===== src/rtl/bcd_converter_seq.sv =====
// bcd_converter_seq: iterative binary-to-BCD converter (shift-and-add-3).
// One input bit is consumed per clock; a start/busy/done handshake frames
// each conversion.  Values that do not fit in DIGITS decimal digits
// saturate to all nines and raise overflow.
// Optional build macro: BCD_LEADING_BLANK_EN -- replaces leading zero
// digits (never the ones digit, never a saturated result) with 4'hF so
// the 7-segment driver shows them dark.
module bcd_converter_seq #(
  parameter int IN_WIDTH = 10,
  parameter int DIGITS   = 3
) (
  input  logic                  clk,
  input  logic                  rst,
  input  logic                  start,
  input  logic [IN_WIDTH-1:0]   din,
  output logic                  busy,
  output logic                  done,
  output logic                  overflow,
  output logic [4*DIGITS-1:0]   bcd_out
);

  // Step counter must hold IN_WIDTH; derived here so it cannot be overridden.
  localparam int CNT_W = $clog2(IN_WIDTH + 1);
  localparam int SW    = 4 * DIGITS;

  typedef enum logic [1:0] {
    S_IDLE  = 2'd0,
    S_SHIFT = 2'd1,
    S_DONE  = 2'd2
  } state_e;

  state_e               state_q, state_d;
  logic [IN_WIDTH-1:0]  shift_q, shift_d;
  logic [SW-1:0]        scratch_q, scratch_d;
  logic [CNT_W-1:0]     cnt_q, cnt_d;
  logic                 ovf_q, ovf_d;        // sticky flag while shifting
  logic                 overflow_q, overflow_d;
  logic [SW-1:0]        bcd_q, bcd_d;
  logic                 busy_q, busy_d;
  logic                 done_q, done_d;

  logic [SW-1:0]        adj_s;
  logic [SW-1:0]        step_scratch_s;
  logic [IN_WIDTH-1:0]  step_shift_s;
  logic                 step_ovf_s;

  // Add 3 to every digit that is 5 or more so the following doubling
  // carries correctly into the next decimal digit.
  function automatic logic [SW-1:0] add3_digits(input logic [SW-1:0] v);
    logic [SW-1:0] r;
    r = v;
    for (int i = 0; i < DIGITS; i++) begin
      if (v[4*i +: 4] >= 4'd5) begin
        r[4*i +: 4] = v[4*i +: 4] + 4'd3;
      end else begin
        r[4*i +: 4] = v[4*i +: 4];
      end
    end
    return r;
  endfunction

`ifdef BCD_LEADING_BLANK_EN
  // Replace zero digits above the ones digit that have only zeros above
  // them with the blank code.
  function automatic logic [SW-1:0] blank_leading(input logic [SW-1:0] v);
    logic [SW-1:0] r;
    logic          seen_nz;
    r       = v;
    seen_nz = 1'b0;
    for (int i = DIGITS - 1; i >= 1; i--) begin
      if (v[4*i +: 4] != 4'h0) begin
        seen_nz = 1'b1;
      end else begin
        seen_nz = seen_nz;
      end
      if (!seen_nz) begin
        r[4*i +: 4] = 4'hF;
      end else begin
        r[4*i +: 4] = v[4*i +: 4];
      end
    end
    return r;
  endfunction
`endif

  // One double-dabble step: adjust, then shift {scratch, shiftreg} left.
  assign adj_s          = add3_digits(scratch_q);
  assign step_scratch_s = {adj_s[SW-2:0], shift_q[IN_WIDTH-1]};
  assign step_shift_s   = {shift_q[IN_WIDTH-2:0], 1'b0};
  assign step_ovf_s     = ovf_q | adj_s[SW-1];

  // Next-state, datapath and output decode.
  always_comb begin
    state_d    = state_q;
    shift_d    = shift_q;
    scratch_d  = scratch_q;
    cnt_d      = cnt_q;
    ovf_d      = ovf_q;
    overflow_d = overflow_q;
    bcd_d      = bcd_q;
    busy_d     = 1'b0;
    done_d     = 1'b0;
    case (state_q)
      S_IDLE, S_DONE: begin
        // A start in the DONE cycle is accepted exactly as in IDLE.
        if (start) begin
          state_d   = S_SHIFT;
          shift_d   = din;
          scratch_d = '0;
          ovf_d     = 1'b0;
          cnt_d     = CNT_W'(IN_WIDTH);
          busy_d    = 1'b1;
        end else begin
          state_d   = S_IDLE;
        end
      end
      S_SHIFT: begin
        scratch_d = step_scratch_s;
        shift_d   = step_shift_s;
        ovf_d     = step_ovf_s;
        cnt_d     = cnt_q - CNT_W'(1);
        if (cnt_q == CNT_W'(1)) begin
          state_d    = S_DONE;
          done_d     = 1'b1;
          overflow_d = step_ovf_s;
          if (step_ovf_s) begin
            bcd_d = {DIGITS{4'h9}};
          end else begin
`ifdef BCD_LEADING_BLANK_EN
            bcd_d = blank_leading(step_scratch_s);
`else
            bcd_d = step_scratch_s;
`endif
          end
        end else begin
          busy_d = 1'b1;
        end
      end
      default: begin
        state_d = S_IDLE;
      end
    endcase
  end

  // State and datapath registers with synchronous reset.
  always_ff @(posedge clk) begin
    if (rst) begin
      state_q    <= S_IDLE;
      shift_q    <= '0;
      scratch_q  <= '0;
      cnt_q      <= '0;
      ovf_q      <= 1'b0;
      overflow_q <= 1'b0;
      bcd_q      <= '0;
      busy_q     <= 1'b0;
      done_q     <= 1'b0;
    end else begin
      state_q    <= state_d;
      shift_q    <= shift_d;
      scratch_q  <= scratch_d;
      cnt_q      <= cnt_d;
      ovf_q      <= ovf_d;
      overflow_q <= overflow_d;
      bcd_q      <= bcd_d;
      busy_q     <= busy_d;
      done_q     <= done_d;
    end
  end

  assign busy     = busy_q;
  assign done     = done_q;
  assign overflow = overflow_q;
  assign bcd_out  = bcd_q;

endmodule

===== config.mk =====
export PLATFORM = sky130hd
export DESIGN_NAME = bcd_converter_seq
export DESIGN_NICKNAME = d
export VERILOG_FILES = /design/src/rtl/bcd_converter_seq.sv
export SDC_FILE = /design/constraint.sdc
export NUM_CORES = 1
export LEC_CHECK = 0
export ABC_AREA = 1
export CAP_MARGIN = 20
export CORE_UTILIZATION = 35
export DETAILED_ROUTE_END_ITERATION = 16
export PLACE_DENSITY = 0.56
export RECOVER_POWER = 50
export SYNTH_ARGS = -nofsm -noshare
export SYNTH_HDL_FRONTEND = slang
export SYNTH_SLANG_ARGS = --single-unit
export TNS_END_PERCENT = 20

===== constraint.sdc =====
create_clock -name clk -period 2 [get_ports clk]
set_input_delay 0.2 -clock clk [delete_from_list [all_inputs] [get_ports clk]]
set_output_delay 0.2 -clock clk [all_outputs]
set_load 0.02 [all_outputs]

## After elaboration in Yosys (flattened, before gate mapping)

Index checks and enable logic that the tools add are counted.

- Add/sub/neg operators: 4
- $mul: 0
- Div/mod/pow operators: 0
- Order comparisons: 3
- Equal/unequal tests: 5
- Shift operators: 0
- Multiplexer cells: 19
- Bitwise gates (word level): 2
- Reduce and logical (&&, ||, !) cells: 6

Operators with widths:

| kind | number |
|---|---|
| 2-to-1 mux 12 bit | 2 |
| case mux 12 bit (2 select lines) | 1 |
| case mux 10 bit (2 select lines) | 1 |
| 2-to-1 mux 4 bit | 4 |
| adder 4 x 2 -> 4 bit, second input constant | 3 |
| greater-or-equal comparator 4 x 3 -> 1 bit, second input constant | 3 |
| 2-to-1 mux 10 bit | 1 |
| case mux 4 bit (2 select lines) | 1 |
| 2-to-1 mux 1 bit | 5 |
| equality test 4 x 1 -> 1 bit, second input constant | 1 |
| != test 2 bit, second input constant | 2 |
| case mux 1 bit (2 select lines) | 2 |
| case mux 2 bit (2 select lines) | 1 |
| AND reduction 2 bit | 2 |
| OR reduction 2 bit | 2 |
| subtractor 4 x 1 -> 4 bit, second input constant | 1 |
| equality test 2 x 1 -> 1 bit, second input constant | 1 |
| equality test 2 bit, second input constant | 1 |
| zero test 2 bit | 1 |
| 2-to-1 mux 2 bit | 1 |
| nonzero test 2 bit | 1 |
| NOT 1 bit | 1 |
| bitwise OR 1 bit | 1 |

- Register bits: 44
- Bits in latches: 0
- RAM bits: 0
- Memory bits (read-only): 0
- Input port bits: 13
- Output and inout bits: 15
- Logic and storage cells: 48
- Memories kept: 0

## Longest topological paths before layout

- Depth after elaboration: 4
- Gate-level depth with buffers: 11
- Depth with buffers taken out: 11

## Worst setup path after synthesis

OpenSTA, ideal clock, no wires.

- Path type: flip-flop to flip-flop
- Start: register scratch_q[8]
- End: register bcd_q[3], in the netlist bcd_out[3]
- Data arrival time: 1.281 ns
- Slack: 0.653 ns
- Cell stages (with the launch flop): 12
- Path buffers: 0
- Cell sequence: dfxtp_1 > inv_1 > ha_1 > inv_1 > nand2_1 > nand2_1 > nand2_1 > nor2_2 > nor2_4 > nand2_4 > inv_2 > a21oi_2

- Word-level cells in the longest chain between the ends: 4
- Elaborated cells on any way between the ends: 5
- Classes of those cells: add/sub (1); order compare (1); mux (2); bitwise (1)

Ends and longest elaborated chain:

| item | RTL line | source |
|---|---|---|
| start: declaration | 34 | `logic [SW-1:0] scratch_q, scratch_d;` |
| start signal: assignment | 160 | `scratch_q <= scratch_d;` |
| adder 4 x 2 -> 4 bit or greater-or-equal comparator 4 x 3 -> 1 bit (tied branches) | 54, 53 |  |
| 2-to-1 mux 4 bit * | 53 | `if (v[4*i +: 4] >= 4'd5) begin` |
| bitwise OR 1 bit * | 90 | `assign step_ovf_s = ovf_q \| adj_s[SW-1];` |
| 2-to-1 mux 12 bit * | 126 | `if (step_ovf_s) begin` |
| end signal: assignment | 154 | `bcd_q <= '0;` |
| end signal: assignment | 164 | `bcd_q <= bcd_d;` |
| end: declaration | 38 | `logic [SW-1:0] bcd_q, bcd_d;` |

Every way passes the cells marked *; elsewhere a longest branch is shown, timed or not.
A chain may end at the register's enable or synchronous reset.

## Worst setup path in the final report

- Start: register scratch_q[0]
- End: register bcd_q[2], in the netlist bcd_out[2]

- Word-level cells in the longest chain between the ends: 3
- Elaborated cells on any way between the ends: 4
- Classes of those cells: add/sub (1); order compare (1); mux (2)

Ends and longest elaborated chain:

| item | RTL line |
|---|---|
| adder 4 x 2 -> 4 bit or greater-or-equal comparator 4 x 3 -> 1 bit (tied branches) | 54, 53 |
| 2-to-1 mux 4 bit * | 53 |
| 2-to-1 mux 12 bit * | 126 |

Marked as above.

==> summary.txt <==
Floorplanning
  – Total die area: 6033 sq um
  – Standard cell core area: 5507 sq um
  – Standard-cell row count: 27
  – Top-level I/O count: 28
  – Width of the die: slightly below 80 um
  – Die outline height: a little under 80 um
  – Starting Density: 36.40%

Clock network
  – TritonCTS clock tree: built
  – Clock transition at the registers of the reported paths: 0.08 ns
  – Clock tree root driver cell: sky130_fd_sc_hd__clkbuf_8
  – Max Root-Sink Buffers: 2
  – TritonCTS buffer count: 5
  – Quantity of hold-fixing buffers added after cts: 0
  – Depth of the CTS H-tree: 2
  – Clock network latency to the later pin of the worst-skew pair: roughly 0.30 ns
  – Post-CTS Resized: 0
  – Number of buffers added for setup after CTS: 0
  – Number of clock sinks seen by CTS: 44

Place
  – Routability congestion estimate from global placement: 0.8310
  – Placed wire-length estimate after detailed placement: about 3200 um
  – Post-Place Cells: 373
  – Count of buffers inserted at the top-level ports: 27

Final layout
  – Nets: 329
  – Total area of multi-input combinational cells: 935.9 sq um
  – Area taken by flip-flops and latches: about 880 sq um
  – Final Instance Count excl. Fillers: between 300 and 400
  – Area growth syn-to-layout: 21.29%
  – Inserted Diodes: 0
  – Layout fillers: 563
  – Share of post-route cells with drive strength above 1: 6.818%
  – Final design utilization: 44.15%

Routing
  – Count of routing violations after the opening detailed-route iteration: 47
  – Post-detailed-route count of antenna-violating nets: 0
  – Total number of vias: 1759
  – 1st-pass router iterations: 4
  – Routed vias/inst: 4.629
  – Total Wirelength: roughly 4400 um
  – Number of remaining DRC errors: 0
  – Drt wl/cell: 11.57 um

Worst hold path
  – Type of the tightest min-delay check: in2reg
  – Hold depth: 3

Yosys
  – Post-synthesis cell area: about 2000 sq um
  – Area contributors post-synth: sky130_fd_sc_hd__dfxtp_1, sky130_fd_sc_hd__nand2_1, sky130_fd_sc_hd__inv_1
  – Sequential element share of the synthesized area: 43.95%
  – Number of flip-flops and latches in the synthesized netlist: 44
  – Post-synthesis average cell area: between 7 and 8 sq um
  – Post-synthesis cell type count: 25
  – Number of cells produced by synthesis: 278
  – Fraction of synthesized cell area taken by the top area cell type: 43.95%
  – Yosys synthesis warning count: 0
  – Cell taking the most area after synthesis: sky130_fd_sc_hd__dfxtp_1
  – Post-synthesis net count: 299

Critical path
  – CP endpoint kind: flop
  – Critical Path Source Type: flop
  – Ordered list of cells on the worst path: inv_1 -> ha_1 -> inv_1 -> nand2_1 -> nand3_1 -> o21ai_0 -> nand3_1 -> a21oi_1
  – Worst path required time: 2.24 ns
  – Maximum fanout encountered on the critical timing path: 5
  – Count of cells along the worst register-to-register path: 8
  – Largest incremental delay on the critical path: 0.37 ns
  – Master of the slowest instance on the critical path: sky130_fd_sc_hd__o21ai_0
  – Classification of the worst setup path: reg2reg
  – Worst Path Arrival: 1.83 ns

GRT
  – Largest net degree at the start of global routing: 25
  – Global Route Usage Sum: 15.60%
  – Initial antenna violation count: 0
  – Number of global-route vias before repair: 1571
  – First-pass GRT wire length: 7341 um
  – Global route overflow: 0

Pwr
  – Maximum vdd drop: 0.2763 mV
  – Total design power: 1634 uW
  – Sequential fraction of design power: 56.6%
  – Proportion of power drawn by the clock network: 32.5%
  – Share of total power consumed by net switching: 25.67%
  – Power per unit of standard cell area: 672.3 nW/um^2
  – Internal portion of total power: between 1000 and 1500 uW
  – Psw: 419.6 uW
  – Combinational power share: between 10 and 15%
  – Static leakage: 0.001008 uW

STA
  – Max-slew violation count: 0
  – Highest clock frequency the design can meet: 0.6268 GHz
  – Total negative setup slack: 0 ns
  – Max-slew headroom: 48.29%
  – Final number of setup-violating endpoints: 0
  – Clk_skew: 0.003932 ns
  – Final Cycle Share: approximately four fifths
  – Final Hold Fails: 0
  – Worst Tran Pin Value: 0.7749 ns
  – Worst Hold Slack: 0.4625 ns
  – Setup repair after global routing missed its margin: no
  – Final worst path period need: 1.596 ns

Outcome
  – Status: complete, no violations

Run
  – Max-cap viol count: 0
-- state kept, by name, indices dropped and copies added (netlist names) --
signal	count
cnt_q	4
ovf_q	1
state_q	2
scratch_q	12
bcd_out	12
overflow	1
busy	1
shift_q	10
done	1
-- per-layer routing --
layer  track usage, %  vias up  part of all wire [%]
met5                0        -                     0
met4            5.094        0                   1.4
met3            4.000        5                   2.8
met2            25.04       23                    45
met1            20.27      788                    51
li1                 -      943                     -
-- cells by family (layout without fill, tap and decap cells) --
kind of cell | count (synthesis) | in the layout | share of synthesized area (%)
adders and majority gates | 8 | 8 | 4.994
and+or+nand+nor | 126 | 126 | 26.22
DFF | 44 | 44 | 43.94
AOI/OAI and AO/OA | 53 | 53 | 15.04
buffers and inverters | 46 | 76 | 9.363
xor gates and xnor gates | 1 | 1 | 0.4370
-- cells in the final DEF (no fill, tap or decap) --
cell | netlist | final
sky130_fd_sc_hd__clkinv_1 | 1 | 1
sky130_fd_sc_hd__o211ai_1 | 1 | 1
sky130_fd_sc_hd__a21oi_1 | 23 | 23
sky130_fd_sc_hd__xor2_1 | 1 | 1
sky130_fd_sc_hd__a221oi_1 | 1 | 1
sky130_fd_sc_hd__dlygate4sd3_1 | 0 | 8
sky130_fd_sc_hd__o21ai_2 | 3 | 3
sky130_fd_sc_hd__dfxtp_1 | 44 | 44
sky130_fd_sc_hd__inv_1 | 33 | 34
sky130_fd_sc_hd__clkbuf_8 | 0 | 5
sky130_fd_sc_hd__ha_1 | 8 | 8
sky130_fd_sc_hd__nor2_2 | 1 | 1
sky130_fd_sc_hd__nand2_1 | 90 | 90
sky130_fd_sc_hd__a21oi_2 | 2 | 2
sky130_fd_sc_hd__o21ai_0 | 14 | 14
sky130_fd_sc_hd__clkbuf_1 | 5 | 2
sky130_fd_sc_hd__nand2_4 | 1 | 1
sky130_fd_sc_hd__nand3_1 | 15 | 15
sky130_fd_sc_hd__nor3_1 | 3 | 3
sky130_fd_sc_hd__clkinv_2 | 0 | 1
sky130_fd_sc_hd__buf_4 | 1 | 5
sky130_fd_sc_hd__nor2_4 | 2 | 2
sky130_fd_sc_hd__a31oi_1 | 9 | 9
sky130_fd_sc_hd__clkdlybuf4s50_1 | 0 | 19
sky130_fd_sc_hd__nand4_1 | 2 | 2
sky130_fd_sc_hd__nor2_1 | 12 | 12
sky130_fd_sc_hd__inv_2 | 2 | 1
-- cells in the mapped netlist (all sizes together) --
cell type,number
o21ai,17
a21oi,25
o211ai,1
nor2,15
a221oi,1
clkbuf,5
xor2,1
nand2,91
ha,8
buf,5
nand3,15
dfxtp,44
inv,35
nor3,3
clkinv,1
nand4,2
a31oi,9
-- power by group through the flow --
| stage | registers, uW | logic (uW) | clock network, uW |
|---|---|---|---|
| 2_1_floorplan | 949 | 109 | 0 |
| 3_3_place_gp | 946 | 182 | 0 |
| 3_5_place_dp | 946 | 184 | 0 |
| 4_1_cts | 925 | 184 | 547 |
| 5_1_grt | 930 | 200 | 587 |
| 6_report | 925 | 179 | 530 |
-- critical path: cells and delay by family, from the launching register on --
family | cells | cell delay (ns)
flops | 1 | 0.35
buf+inv | 2 | 0.12
compound gates | 2 | 0.50
fa+ha+maj | 1 | 0.17
simple gates | 3 | 0.39
-- stage by stage --
step	setup slack, ns	area, sq um
final	0.4045	2431
after global routing	0.2615	2431
after CTS	0.3902	2435
after detailed placement	0.4003	2357
after global placement	0.4210	2357
after floorplan	0.6532	2004
-- path summary, 6_finish.rpt --
path / slack [ns] / to / start
worst max register to register: 0.40 / bcd_out[2] / scratch_q[0]
worst min-delay path: 0.46 / shift_q[0] / din[0]
worst min register to register: 0.46 / bcd_out[10] / bcd_out[10]
worst max-delay path: 0.40 / bcd_out[2] / scratch_q[0]
-- final cells by class --
type	instances	area share, %
tap	72	3.706
sequential	44	36.23
clock buffer	6	2.985
timing repair buffer	33	12.82
inverter	36	5.558
clock inverter	1	0.2059
multi-input combinational	188	38.50
No activity file was read; power rests on OpenSTA's default activity.
==> RTL edit (same settings) <==
`shift_q` no longer has a reset.
--- a/src/rtl/bcd_converter_seq.sv
+++ b/src/rtl/bcd_converter_seq.sv
@@ -147,5 +147,4 @@
     if (rst) begin
       state_q    <= S_IDLE;
-      shift_q    <= '0;
       scratch_q  <= '0;
       cnt_q      <= '0;
@@ -157,5 +156,4 @@
     end else begin
       state_q    <= state_d;
-      shift_q    <= shift_d;
       scratch_q  <= scratch_d;
       cnt_q      <= cnt_d;
@@ -168,4 +166,8 @@
   end
 
+  always_ff @(posedge clk) begin
+    shift_q <= shift_d;
+  end
+
   assign busy     = busy_q;
   assign done     = done_q;
Function: same outputs for any inputs over 10 cycles, from zero or initial values and one cycle with rst high; that may be too few to reach the edited logic, so the function may still have changed.
==> RTL edit against the original RTL <==
- core utilization up 1.3 points
- setup slack better by 0.0032 ns
- critical path depth down 2
- routed wire length down 5.6%
- cell area up 4.1%
- non-clock buffer count down 2
- combinational power up 14%
- area after synthesis up 2.8%
- count of clock-buffer cells in the layout down 1
- sequential cell count unchanged
- synthesized cell count down 3.2%
- total power up 15%
- critical path type unchanged
- critical endpoint is now scratch_q[2]
- largest cell class is now registers
==> RTL edit: results (changes against the original RTL) <==
Outcome
  – Status: finished, final reports clean

Global route
  – Total track usage: 15.2% (-0.42 points)
  – Pin count of the biggest net entering global routing: 28 (+12%)
  – Vias in the first global route: 1,668 (+6.2%)
  – First-pass GRT wire length: 7.37 mm (+0.38%)

Worst hold path
  – Hold EP: bcd_out[9]
  – Hold depth: 2 (-1)
  – HP Start: bcd_out[9]
  – Worst hold path type: reg2reg

Placement
  – GP Congestion: 0.771 (-7.2%)
  – DP HPWL: 2.95 mm (-6.5%)
  – Place WS: 0.449 ns (+0.0482 ns)
  – Post-DP Area: 2420 um^2 (+2.5%)
  – Placed cell count: 364 (-2.4%)

Worst setup path
  – CP max-delay cell: inv_1
  – CP max FO: 13 (+8)
  – CP endpoint kind: flop
  – Worst R2R End: scratch_q[2]
  – Worst R2R Path Depth: 6 (-2)
  – FF-to-FF Start: state_q[1]
  – Top Family by Delay on Critical Path: simple AND/OR/NAND/NOR gates
  – CP Data Arrival Time: 1.81 ns (-0.02 ns)
  – Slowest stage delay, CP: 0.41 ns (+0.04 ns)

Clock tree
  – Post-CTS Setup Inserts: 0 (unchanged)
  – TritonCTS buffer count: 5 (unchanged)

Synthesis
  – Mean post-synth cell area: 7.66 um^2 (+6.2%)
  – Post-synth EDFFs: 10 (+10)
  – Post-synth net total: 290 (-3.0%)
  – Seq/Total Area, Yosys: 47.6% (+3.7 points)
  – Synth top area cells: dfxtp_1 33%, nand2_1 15%, edfxtp_1 15%
  – Post-synth top cells: 82 x nand2_1, 34 x dfxtp_1, 34 x inv_1

Detailed routing
  – Vias per cell: 4.58 (-1.0%)
  – DRT iter0 DRCs: 58 (+23%)
  – Drt wl/cell: 11.2 um (-3.6%)

Final layout
  – Share of cells above drive strength 1: 8.67% (+1.8 points)
  – Number of fillers in the final layout: 583 (+3.6%)
  – Nets: 320 (-2.7%)

Power
  – Leakage power: 0.00107 uW (+6.6%)
  – Peak supply drop: 0.298 mV (+7.8%)

STA
  – Tightest Pin Transition: 0.517 ns (-0.258 ns)
  – Clock Skews: 0.00744 ns (+0.00350 ns)
  – Final Critical Period: 1.59 ns (-0.00323 ns)
==> RTL edit: cell count changes after synthesis, sizes merged, moves of 2 or more <==
cell and change:
dfxtp -10, clkbuf -3, nand2 -4, a21oi -2, a31oi -9, edfxtp +10, nor2 +7
==> RTL edit: per-layer routing <==
layer	share of wire, %	global-route usage [%]
met5	0	0
met4	0.55	5.56
met3	3.4	3.33
met2	43	25.1
met1	53	19.3
==> RTL edit: layout make-up <==
class	count	area, um^2	area share (%)
sequential	44	981	38.8
multi-input combinational	180	892	35.2
timing repair buffer	31	313	12.4
inverter	37	139	5.49
tap	72	90.1	3.56
clock buffer	5	68.8	2.72
clock inverter	3	47.5	1.88
==> RTL edit: report_power, final <==
group,internal (uW),total [uW],switching [uW]
Combinational,79.7,204,124
Clock,376,697,321
Sequential,964,985,21.4
Total,1420,1890,467
==> RTL edit: logic make-up after synthesis <==
kind of cell	after synthesis	share of synthesized area [%]
compound gates	44	12.1
fa+ha+maj	8	4.86
buf+inv	45	8.99
flops	44	47.6
simple gates	128	26.5
==> RTL edit: per-stage QoR <==
step                      util, %  hold WS [ns]  power, uW
final                        45.4         0.467       1890
after floorplan                 -         0.386       1140
after CTS                    45.5         0.474       1910
after global routing         45.4         0.493       1970
after detailed placement     43.4         0.461       1220
after global placement       43.4         0.453       1210
==> RTL edit: worst reg2reg max path: stages, from the launching register on <==
cell	delay [ns]
dfxtp_1	0.32
inv_1	0.03
nand2_1	0.36
nand2_1	0.13
inv_1	0.41
nand2_1	0.10
a21oi_1	0.16
